$ cat config.mk
export PLATFORM = sky130hd
export DESIGN_NAME = intr_ctrl
export DESIGN_NICKNAME = d
export VERILOG_FILES = /design/src/rtl/intr_pkg.sv /design/src/rtl/intr_sync_edge.sv /design/src/rtl/intr_ctrl.sv
export SDC_FILE = /design/constraint.sdc
export NUM_CORES = 1
export LEC_CHECK = 0
export BUFFER_PORTS_ARGS = -buffer_cell sky130_fd_sc_hd__clkbuf_2
export CAP_MARGIN = 0
export CORE_AREA = 2 2 52 54
export CTS_BUF_LIST = sky130_fd_sc_hd__clkbuf_16
export CTS_CLUSTER_SIZE = 24
export DETAILED_ROUTE_END_ITERATION = 16
export DIE_AREA = 0 0 54 56
export GPL_ROUTABILITY_DRIVEN = 0
export PLACE_DENSITY = 0.67
export SYNTH_ARGS = -nofsm -noshare
export SYNTH_HDL_FRONTEND = slang
export SYNTH_HIERARCHICAL = 1
export SYNTH_SLANG_ARGS = --single-unit
$ cat constraint.sdc
create_clock -name clk -period 1.3 [get_ports clk]
set_input_delay 0.195 -clock clk [delete_from_list [all_inputs] [get_ports clk]]
set_output_delay 0.195 -clock clk [all_outputs]
set_load 0.01 [all_outputs]
$ cat src/rtl/intr_pkg.sv
`default_nettype none
// ----------------------------------------------------------------------------
// Module   : intr_pkg
// Purpose  : Shared types, constants and helpers for the RAT interrupt
//            controller.
// Revision : 1.0  initial release
// ----------------------------------------------------------------------------
package intr_pkg;

   // Largest number of request lines the controller is built for
   localparam int MAX_SRC = 16;

   // Controller sequencing: waiting, request raised, handler running
   typedef enum logic [1:0] {
      IDLE    = 2'd0,
      REQ     = 2'd1,
      SERVICE = 2'd2
   } intr_state_t;

   // Width of a source index, never narrower than one bit
   function automatic int id_width(input int n);
      int w;
      w = $clog2(n);
      return (w < 1) ? 1 : w;
   endfunction

endpackage
`default_nettype wire

$ cat src/rtl/intr_sync_edge.sv
`default_nettype none
// ----------------------------------------------------------------------------
// Module   : intr_sync_edge
// Purpose  : One interrupt source: input synchroniser, previous-value flop
//            and pending latch (rising-edge latched or level-following).
// Revision : 1.0  initial release
// ----------------------------------------------------------------------------
module intr_sync_edge
   import intr_pkg::*;
#(
   parameter int SYNC_STAGES = 2,
   parameter bit EDGE        = 1'b1
) (
   input  logic clk,
   input  logic RST,
   input  logic irq,
   input  logic clr,
   output logic pend
);

   logic w_synced;
   logic r_prev;
   logic r_pend;

   generate
      if (SYNC_STAGES == 0) begin : g_nosync
         assign w_synced = irq;
      end else begin : g_sync
         logic [SYNC_STAGES-1:0] r_sync;

         // Shift the raw line through the synchroniser chain
         always_ff @(posedge clk) begin
            if (RST) begin
               r_sync <= '0;
            end else begin
               r_sync[0] <= irq;
               for (int i = 1; i < SYNC_STAGES; i++) begin
                  r_sync[i] <= r_sync[i-1];
               end
            end
         end

         assign w_synced = r_sync[SYNC_STAGES-1];
      end
   endgenerate

   // Edge sources latch a new rising edge, which wins over a same-cycle clear;
   // level sources simply follow the synchronised line
   always_ff @(posedge clk) begin
      if (RST) begin
         r_prev <= 1'b0;
         r_pend <= 1'b0;
      end else begin
         r_prev <= w_synced;
         r_pend <= EDGE ? ((w_synced & ~r_prev) | (r_pend & ~clr)) : w_synced;
      end
   end

   assign pend = r_pend;

endmodule
`default_nettype wire

$ cat src/rtl/intr_ctrl.sv
`default_nettype none
// ----------------------------------------------------------------------------
// Module   : intr_ctrl
// Purpose  : Prioritised interrupt controller for the RAT MCU. Masks pending
//            sources, raises one request to the control unit, saves/clears
//            the global enable on acknowledge and restores it on RETI.
// Revision : 1.0  initial release
// ----------------------------------------------------------------------------
module intr_ctrl
   import intr_pkg::*;
#(
   parameter int               N_SRC       = 4,
   parameter int               SYNC_STAGES = 2,
   parameter logic [N_SRC-1:0] EDGE_MASK   = '1,
   parameter logic [N_SRC-1:0] MASK_RST    = '1
) (
   input  logic                       clk,
   input  logic                       RST,
   input  logic [N_SRC-1:0]           IRQ_IN,
   input  logic                       I_SET,
   input  logic                       I_CLR,
   input  logic                       MASK_WE,
   input  logic [N_SRC-1:0]           MASK_DIN,
   input  logic                       INT_ACK,
   input  logic                       RETI,
   output logic                       I_FLAG_OUT,
   output logic                       INTR,
   output logic [id_width(N_SRC)-1:0] INT_ID,
   output logic [N_SRC-1:0]           PENDING,
   output logic [N_SRC-1:0]           MASK_OUT
);

   localparam int c_ID_W = id_width(N_SRC);

   logic [N_SRC-1:0]  w_pend;
   logic [N_SRC-1:0]  w_elig;
   logic [N_SRC-1:0]  w_clr;
   logic [N_SRC-1:0]  r_mask;
   logic [c_ID_W-1:0] w_win_id;
   logic [c_ID_W-1:0] r_int_id;
   logic              w_any;
   logic              w_ack_fire;
   logic              w_reti_fire;
   logic              w_cancel;
   logic              r_i_flag;
   logic              r_shadow;
   logic              r_intr;
   intr_state_t       r_state;

   // Only an ack taken while a request is outstanding clears the latched source
   assign w_ack_fire  = (r_state == REQ) && INT_ACK;
   assign w_reti_fire = (r_state == SERVICE) && RETI;
   // Request withdrawn when interrupts are disabled or its source gets masked
   assign w_cancel    = (r_state == REQ) && !INT_ACK && (I_CLR || !r_mask[r_int_id]);

   generate
      for (genvar g = 0; g < N_SRC; g++) begin : g_src
         assign w_clr[g] = w_ack_fire && (r_int_id == c_ID_W'(g));

         intr_sync_edge #(
            .SYNC_STAGES (SYNC_STAGES),
            .EDGE        (EDGE_MASK[g])
         ) u_src (
            .clk  (clk),
            .RST  (RST),
            .irq  (IRQ_IN[g]),
            .clr  (w_clr[g]),
            .pend (w_pend[g])
         );
      end
   endgenerate

   assign w_elig = w_pend & r_mask;
   assign w_any  = |w_elig;

   // Lowest eligible index wins; scanning downwards leaves the lowest last
   always_comb begin
      w_win_id = '0;
      for (int i = N_SRC - 1; i >= 0; i--) begin
         if (w_elig[i]) begin
            w_win_id = c_ID_W'(i);
         end
      end
   end

   // Mask register, written by software
   always_ff @(posedge clk) begin
      if (RST) begin
         r_mask <= MASK_RST;
      end else if (MASK_WE) begin
         r_mask <= MASK_DIN;
      end
   end

   // Global enable and its shadow: CLI beats SEI beats RETI restore beats ack
   always_ff @(posedge clk) begin
      if (RST) begin
         r_i_flag <= 1'b0;
         r_shadow <= 1'b0;
      end else begin
         if (w_ack_fire) begin
            r_shadow <= r_i_flag;
         end
         if (I_CLR) begin
            r_i_flag <= 1'b0;
         end else if (I_SET) begin
            r_i_flag <= 1'b1;
         end else if (w_reti_fire) begin
            r_i_flag <= r_shadow;
         end else if (w_ack_fire) begin
            r_i_flag <= 1'b0;
         end
      end
   end

   // Request sequencer: raise, hold the latched ID, service without nesting
   always_ff @(posedge clk) begin
      if (RST) begin
         r_state  <= IDLE;
         r_intr   <= 1'b0;
         r_int_id <= '0;
      end else begin
         case (r_state)
            IDLE: begin
               if (r_i_flag && w_any) begin
                  r_state  <= REQ;
                  r_intr   <= 1'b1;
                  r_int_id <= w_win_id;
               end
            end
            REQ: begin
               if (w_ack_fire) begin
                  r_intr  <= 1'b0;
                  r_state <= SERVICE;
               end else if (w_cancel) begin
                  r_intr  <= 1'b0;
                  r_state <= IDLE;
               end
            end
            SERVICE: begin
               if (w_reti_fire) begin
                  r_state <= IDLE;
               end
            end
            default: begin
               r_state <= IDLE;
               r_intr  <= 1'b0;
            end
         endcase
      end
   end

   assign I_FLAG_OUT = r_i_flag;
   assign INTR       = r_intr;
   assign INT_ID     = r_int_id;
   assign PENDING    = w_pend;
   assign MASK_OUT   = r_mask;

endmodule
`default_nettype wire

==> results of run 1 <==
[metal layers]
layer | track usage | share of wire | vias to the layer above | wire length [µm]
met1 | 0.186 | 0.42 | 384 | 898
met4 | 0.100 | 0.037 | 0 | 79
met3 | 0.0430 | 0.055 | 6 | 116
li1 | - | - | 411 | -
met2 | 0.242 | 0.48 | 22 | 1020
met5 | 0 | 0 | - | 0
[placed cells by master, fill, tap and decap left out, types with 2 or more instances in the layout]
| cell type | instances |
|---|---|
| clkbuf_2 | 26 |
| dfxtp_1 | 25 |
| nor2b_1 | 12 |
| buf_4 | 9 |
| nor2b_2 | 5 |
| a211o_1 | 5 |
| a21oi_2 | 5 |
| nand2_1 | 4 |
| a21oi_1 | 4 |
| nand2b_1 | 4 |
| nand2b_4 | 4 |
| nor3_1 | 3 |
| clkbuf_16 | 3 |
| nor3b_1 | 2 |
| inv_1 | 2 |
| nor2_1 | 2 |
| a22o_1 | 2 |
| dfxtp_2 | 2 |
[through the flow]
| stage | util | cell area [µm²] | setup WS (ns) | power [W] | cells |
|---|---|---|---|---|---|
| after floorplan | - | 1060 | 0.0421 | 0.000993 | 95 |
| after global placement | 0.528 | 1280 | 0.0892 | 0.00108 | 158 |
| after detailed placement | 0.528 | 1280 | 0.0283 | 0.00108 | 158 |
| after CTS | 0.561 | 1370 | 0.00536 | 0.00178 | 162 |
| after global routing | 0.566 | 1380 | 0.00364 | 0.00182 | 163 |
| final | 0.566 | 1380 | 0.0690 | 0.00175 | 163 |
[repair_timing]
item,4_1_cts,5_1_grt
hold buffers,0,0
resized for setup,0,3
setup endpoints to repair,0,4
setup buffers,0,1
endpoints found under the hold margin,0,0
[power groups by stage]
| stage | sequential, W | combinational [W] | clock (W) |
|---|---|---|---|
| 6_report | 0.000891 | 0.000176 | 0.000688 |
| 5_1_grt | 0.000895 | 0.000195 | 0.000728 |
| 4_1_cts | 0.000890 | 0.000176 | 0.000709 |
| 3_5_place_dp | 0.000909 | 0.000174 | 0 |
| 3_3_place_gp | 0.000907 | 0.000171 | 0 |
| 2_1_floorplan | 0.000915 | 0.0000782 | 0 |
[cells by family after synthesis]
kind of cell / count (synthesis) / share of synthesized area
AOI/OAI and AO/OA: 23 / 0.172
buffers and inverters: 3 / 0.0106
DFF: 27 / 0.509
muxes: 2 / 0.0307
and+or+nand+nor: 40 / 0.277
[area by class of cell]
cell class / instances / area (µm²)
Tap cell: 30 / 37.5
Clock inverter: 1 / 5.00
Inverter: 2 / 7.51
Fill cell: 222 / 1050
Clock buffer: 3 / 75.1
Timing Repair Buffer: 35 / 198
Multi-Input combinational cell: 65 / 512
Sequential cell: 27 / 543
[flip-flops by register name (all words and copies together), names as in the netlist]
name and flops:
g_src.u_src/r_prev 4, g_src.u_src/pend 4, MASK_OUT 4, g_src.u_src/g_sync.r_sync 8, INT_ID 2, r_state 2
I_FLAG_OUT 1, INTR 1, r_shadow 1
[critical path, stage by stage (launching register included)]
cell,delay [ns]
dfxtp_1,0.42
a22o_1,0.22
o21ai_2,0.11
a211o_1,0.30
a21oi_2,0.13
[path summary, 6_finish.rpt]
| check | depth (start not counted) | slack [ns] | end | from |
|---|---|---|---|---|
| setup / recovery | 4 | 0.07 | INT_ID[0] | MASK_OUT[0] |
| hold / removal | 2 | 0.12 | I_FLAG_OUT | I_CLR |
| hold reg to reg | 1 | 0.44 | g_src[2].u_src/g_sync.r_sync[1] | g_src[2].u_src/g_sync.r_sync[0] |
| setup reg to reg | 4 | 0.07 | INT_ID[0] | MASK_OUT[0] |
==> reports/metrics.csv, run 1 <==
stage,metric,value,unit
clocking,clock insertion delay at the later pin of the skew report,0.26,ns
floorplan,io pins,27,
yosys,fraction of post-synthesis cell area in the top cell type by area,0.509,
yosys,average size of a mapped cell,11.2,µm²
sta,final setup vio count,0,
sta,transition time at the pin with the least slew margin,0.383,ns
routing,Detailed Routing Iterations Pass 1,4,
power,clock share of power,0.392,
yosys,most common cell in the synthesized netlist,dfxtp_1,
yosys,most instantiated cells after synthesis,"dfxtp_1 (27), nor2b_1 (13), a211o_1 (5), a21oi_2 (5)",
power,pwr/cell area,1270,mW/mm²
routing,average via count per standard cell,5.05,
layout,number of diodes added for antenna fixing,0,
power,leak pwr,0.557,nW
worst_setup_path,critical path required time,1.49,ns
grt,maximum number of pins on one net before global-route repair,17,
routing,Iteration-0 DRC Markers,7,
sta,Max Clk Rate,812,MHz
clocking,clock tree from TritonCTS,done,
worst_setup_path,arrival time at the worst endpoint,1.42,ns
power,IR Drop Worst-Case VDD,0.884,mV
yosys,post-synth net total,110,
yosys,netlist area before placement,0.00106,mm²
power,internal power,0.00137,W
grt,number of antenna violations at the first check in global routing,0,
routing,remaining routing DRC violations,0,
power,part of the total power dissipated in combinational logic,0.100,
run_status,result of the run,completed,
sta,Tmin final,1.23,ns
grt,number of global-route vias before repair,794,
clocking,CTS Sinks,27,
yosys,share of flip-flops with an asynchronous set or reset,0,
sta,max-slew violations,0,
worst_setup_path,critical path start-end classification,reg2reg,
grt,Overall Global Routing Usage,0.157,
sta,unrepaired setup endpoints after global routing,no,
sta,final hold viol count,0,
worst_setup_path,crit path launch type,flip-flop,
yosys,number of enable-type register cells in the synthesized netlist,0,
routing,remaining antenna violation count after routing,0,
clocking,buffer levels on the longest clock path,2,
place,final HPWL from detailed placement,1570,µm
yosys,number of warnings reported in the yosys synthesis log,6,
yosys,largest cells by area after synthesis,"dfxtp_1 (51%), nor2b_1 (7.7%), nand2b_4 (5.2%), a211o_1 (4.1%), a21oi_2 (4.1%)",
worst_setup_path,Max Fanout on Critical Path,5,
floorplan,number of cell rows,18,
grt,wire length of the first global-routing pass,3420,µm
layout,relative area change from synthesis to final layout,29.8,%
sta,worst clock skew,0.00181,ns
min_path,Hold Crit Class,in2reg,
place,Port-buffer cells,26,
floorplan,initial core utilization,0.436,
floorplan,width of the chip,54,µm
floorplan,Floorplan Core Area,0.00243,mm²
floorplan,floorplan die height,56,µm
yosys,number of synthesized register bits,27,
sta,final period utilization,0.947,
worst_setup_path,capturing element type of the critical path,flip-flop,
routing,Vias,823,
sta,tightest hold margin,0.117,ns
clocking,number of clock buffers inserted by TritonCTS,3,
power,proportion of power drawn by flip-flops and latches,0.508,
clocking,CTS HTree Levels,1,
routing,average wire length per cell after detail routing,13.0,µm
sta,final-layout setup total negative slack,0,ns
yosys,cell type with the largest total area after synthesis,dfxtp_1,
power,fraction of power spent switching nets,0.218,
yosys,synthesized instance count,95,
routing,routed wire length,2120,µm
yosys,"Primary FF master, synth",dfxtp_1,
clocking,Worst-path clk slew,0.06,ns
floorplan,floorplan die area,0.00302,mm²
run,reported max-cap violation count,0,
layout,proportion of layout cells with a drive suffix above 1,0.459,
layout,count of nets after finishing,149,
yosys,number of distinct standard cells referenced by the synthesized netlist,28,
yosys,fraction of the yosys area taken by sequential cells,0.509,
grt,total overflow reported by the global router,0,
sta,worst slew slack as a fraction of its limit,0.745,
clocking,cell chosen for the clock root,clkbuf_16,
power,P_sw,0.000382,W
Note: power is estimated with default switching activity, not from simulation.
==> inputs of run 2 (changes only) <==
==> constraint.sdc (replaced) <==
create_clock -name clk -period 1.3 [get_ports clk]
set_input_delay 0.26 -clock clk [delete_from_list [all_inputs] [get_ports clk]]
set_output_delay 0.26 -clock clk [all_outputs]
set_load 0.01 [all_outputs]
==> run 2 against run 1 <==
Net effect:
- final area up 0.36%
- sequential share of layout area down 0.14 points
- sequential cell count unchanged
- die area unchanged
- hold slack better by 0.066 ns
- clock power up 2%
- global-route usage down 0.67 points
- register-to-register slack about the same
- wire length up 0.99%
- highest routed layer unchanged
==> reports/metrics.csv, run 2 (synthesized netlist as in run 1, its figures left out) <==
stage,metric,value,unit,change
layout,Top reg by flops,g_src.u_src/g_sync.r_sync,,unchanged
routing,Iteration-0 DRC Markers,2,,was 7
place,Port-buffer cells,26,,unchanged
floorplan,io pins,27,,unchanged
sta,final-layout setup total negative slack,0,ns,unchanged
layout,max reg flops,8,,unchanged
clocking,Worst-path clk slew,0.07,ns,was 0.06 ns
floorplan,floorplan die area,0.00302,mm²,unchanged
min_path,Hold Crit Class,in2reg,,unchanged
place,Placed Instances,158,,unchanged
clocking,clock insertion delay at the later pin of the skew report,0.26,ns,about the same
sta,transition time at the pin with the least slew margin,0.386,ns,was 0.383 ns
run,reported max-cap violation count,0,,unchanged
power,IR Drop Worst-Case VDD,0.831,mV,was 0.884 mV
routing,remaining routing DRC violations,0,,unchanged
power,leak pwr,0.553,nW,was 0.557 nW
floorplan,initial core utilization,0.436,,unchanged
worst_setup_path,arrival time at the worst endpoint,1.42,ns,about the same
layout,count of nets after finishing,149,,unchanged
routing,average wire length per cell after detail routing,13.1,µm,was 13.0 µm
sta,final period utilization,0.944,,was 0.947
grt,Overall Global Routing Usage,0.151,,was 0.157
grt,wire length of the first global-routing pass,3330,µm,was 3420 µm
layout,"most common cell after layout, fill and taps aside",clkbuf_2,,unchanged
floorplan,floorplan die height,56,µm,unchanged
layout,# fillers,228,,was 222
grt,maximum number of pins on one net before global-route repair,17,,unchanged
sta,worst clock skew,0.00310,ns,was 0.00181 ns
worst_setup_path,Max Fanout on Critical Path,8,,was 5
grt,number of antenna violations at the first check in global routing,0,,unchanged
sta,Max Clk Rate,815,MHz,was 812 MHz
routing,remaining antenna violation count after routing,0,,unchanged
clocking,cell chosen for the clock root,clkbuf_16,,unchanged
layout,relative area change from synthesis to final layout,30.3,%,was 29.8%
worst_setup_path,capturing element type of the critical path,flip-flop,,unchanged
layout,post-route core utilization,0.568,,was 0.566
clocking,clock tree from TritonCTS,done,,unchanged
sta,unrepaired setup endpoints after global routing,no,,unchanged
power,pwr/cell area,1280,mW/mm²,was 1270 mW/mm²
layout,proportion of layout cells with a drive suffix above 1,0.466,,was 0.459
clocking,number of clock buffers inserted by TritonCTS,3,,unchanged
grt,number of global-route vias before repair,759,,was 794
sta,max-slew violations,0,,unchanged
floorplan,Floorplan Core Area,0.00243,mm²,unchanged
routing,average via count per standard cell,4.98,,was 5.05
clocking,CTS Sinks,27,,unchanged
sta,worst slew slack as a fraction of its limit,0.743,,was 0.745
clocking,buffer levels on the longest clock path,2,,unchanged
layout,filler-free cell count of the finished design,163,,unchanged
worst_setup_path,critical path start-end classification,reg2reg,,unchanged
layout,sequential cell area,543,µm²,unchanged
clocking,CTS HTree Levels,1,,unchanged
place,final HPWL from detailed placement,1530,µm,was 1570 µm
layout,area taken by multi-input logic gates,514,µm²,was 512 µm²
sta,final hold viol count,0,,unchanged
floorplan,width of the chip,54,µm,unchanged
worst_setup_path,crit path launch type,flip-flop,,unchanged
run_status,result of the run,completed,,unchanged
routing,routed wire length,2140,µm,was 2120 µm
sta,Tmin final,1.23,ns,about the same
routing,Vias,811,,was 823
floorplan,number of cell rows,18,,unchanged
routing,Detailed Routing Iterations Pass 1,3,,was 4
grt,total overflow reported by the global router,0,,unchanged
sta,final setup vio count,0,,unchanged
worst_setup_path,critical path required time,1.50,ns,was 1.49 ns
layout,most frequent cells in the layout,"clkbuf_2 (26), dfxtp_1 (25), nor2b_1 (12), buf_4 (9)",,unchanged
layout,number of diodes added for antenna fixing,0,,unchanged
run 2: cell types whose count changed in the layout (fill, tap and decap cells not counted):
cell,previous run,this run
nand2_2,0,1
clkinvlp_4,0,1
clkinv_2,1,0
nand2_1,4,3
run 2: routing by layer:
metal	part of all wire	global-route usage	vias to the layer above
met5	0	0	-
met4	0.017	0.0643	0
met3	0.059	0.0484	5
met2	0.48	0.237	18
met1	0.44	0.184	378
li1	-	-	410
run 2: cell type report:
| type | instances | area share |
|---|---|---|
| Inverter | 2 | 0.00543 |
| Sequential cell | 27 | 0.393 |
| Clock buffer | 3 | 0.0543 |
| Clock inverter | 1 | 0.00543 |
| Multi-Input combinational cell | 65 | 0.372 |
| Timing Repair Buffer | 35 | 0.143 |
| Tap cell | 30 | 0.0271 |
run 2: metrics by stage:
step | hold WS (ns) | power (W) | instance area (µm²) | setup slack, ns
global route | 0.180 | 0.00184 | 1380 | 0.00170
finish | 0.183 | 0.00177 | 1380 | 0.0724
detailed placement | 0.432 | 0.00108 | 1280 | 0.0129
global placement | 0.418 | 0.00108 | 1280 | 0.0431
floorplan | 0.322 | 0.000993 | 1060 | 0.0421
CTS | 0.178 | 0.00179 | 1370 | 0.000203
run 2: what timing repair did:
| item | CTS | global route |
|---|---|---|
| pin swaps | 1 | 1 |
| endpoints found under the setup margin | 2 | 3 |
| hold buffers | 0 | 0 |
| setup buffers | 0 | 1 |
| gates resized for setup | 2 | 2 |
run 2: where the power goes:
part	switching (W)	internal, W	total [W]
combinational	0.0000816	0.0000945	0.000176
clock	0.000282	0.000418	0.000701
sequential	0.0000278	0.000863	0.000891
run 2: path summary, 6_finish.rpt:
check                                                startpoint                              end  slack (ns)  depth (start not counted)
worst max-delay path                                 r_state[0]                        INT_ID[0]        0.07                          4
worst min-delay path                                      I_CLR                       I_FLAG_OUT        0.18                          2
worst max register to register                       r_state[0]                        INT_ID[0]        0.07                          4
worst min register to register  g_src[2].u_src/g_sync.r_sync[0]  g_src[2].u_src/g_sync.r_sync[1]        0.44                          1
run 2: critical path: stages, from the launching register on:
cell,delay [ns]
dfxtp_2,0.38
nor3b_4,0.27
o21ai_2,0.11
a211o_1,0.29
a21oi_2,0.12
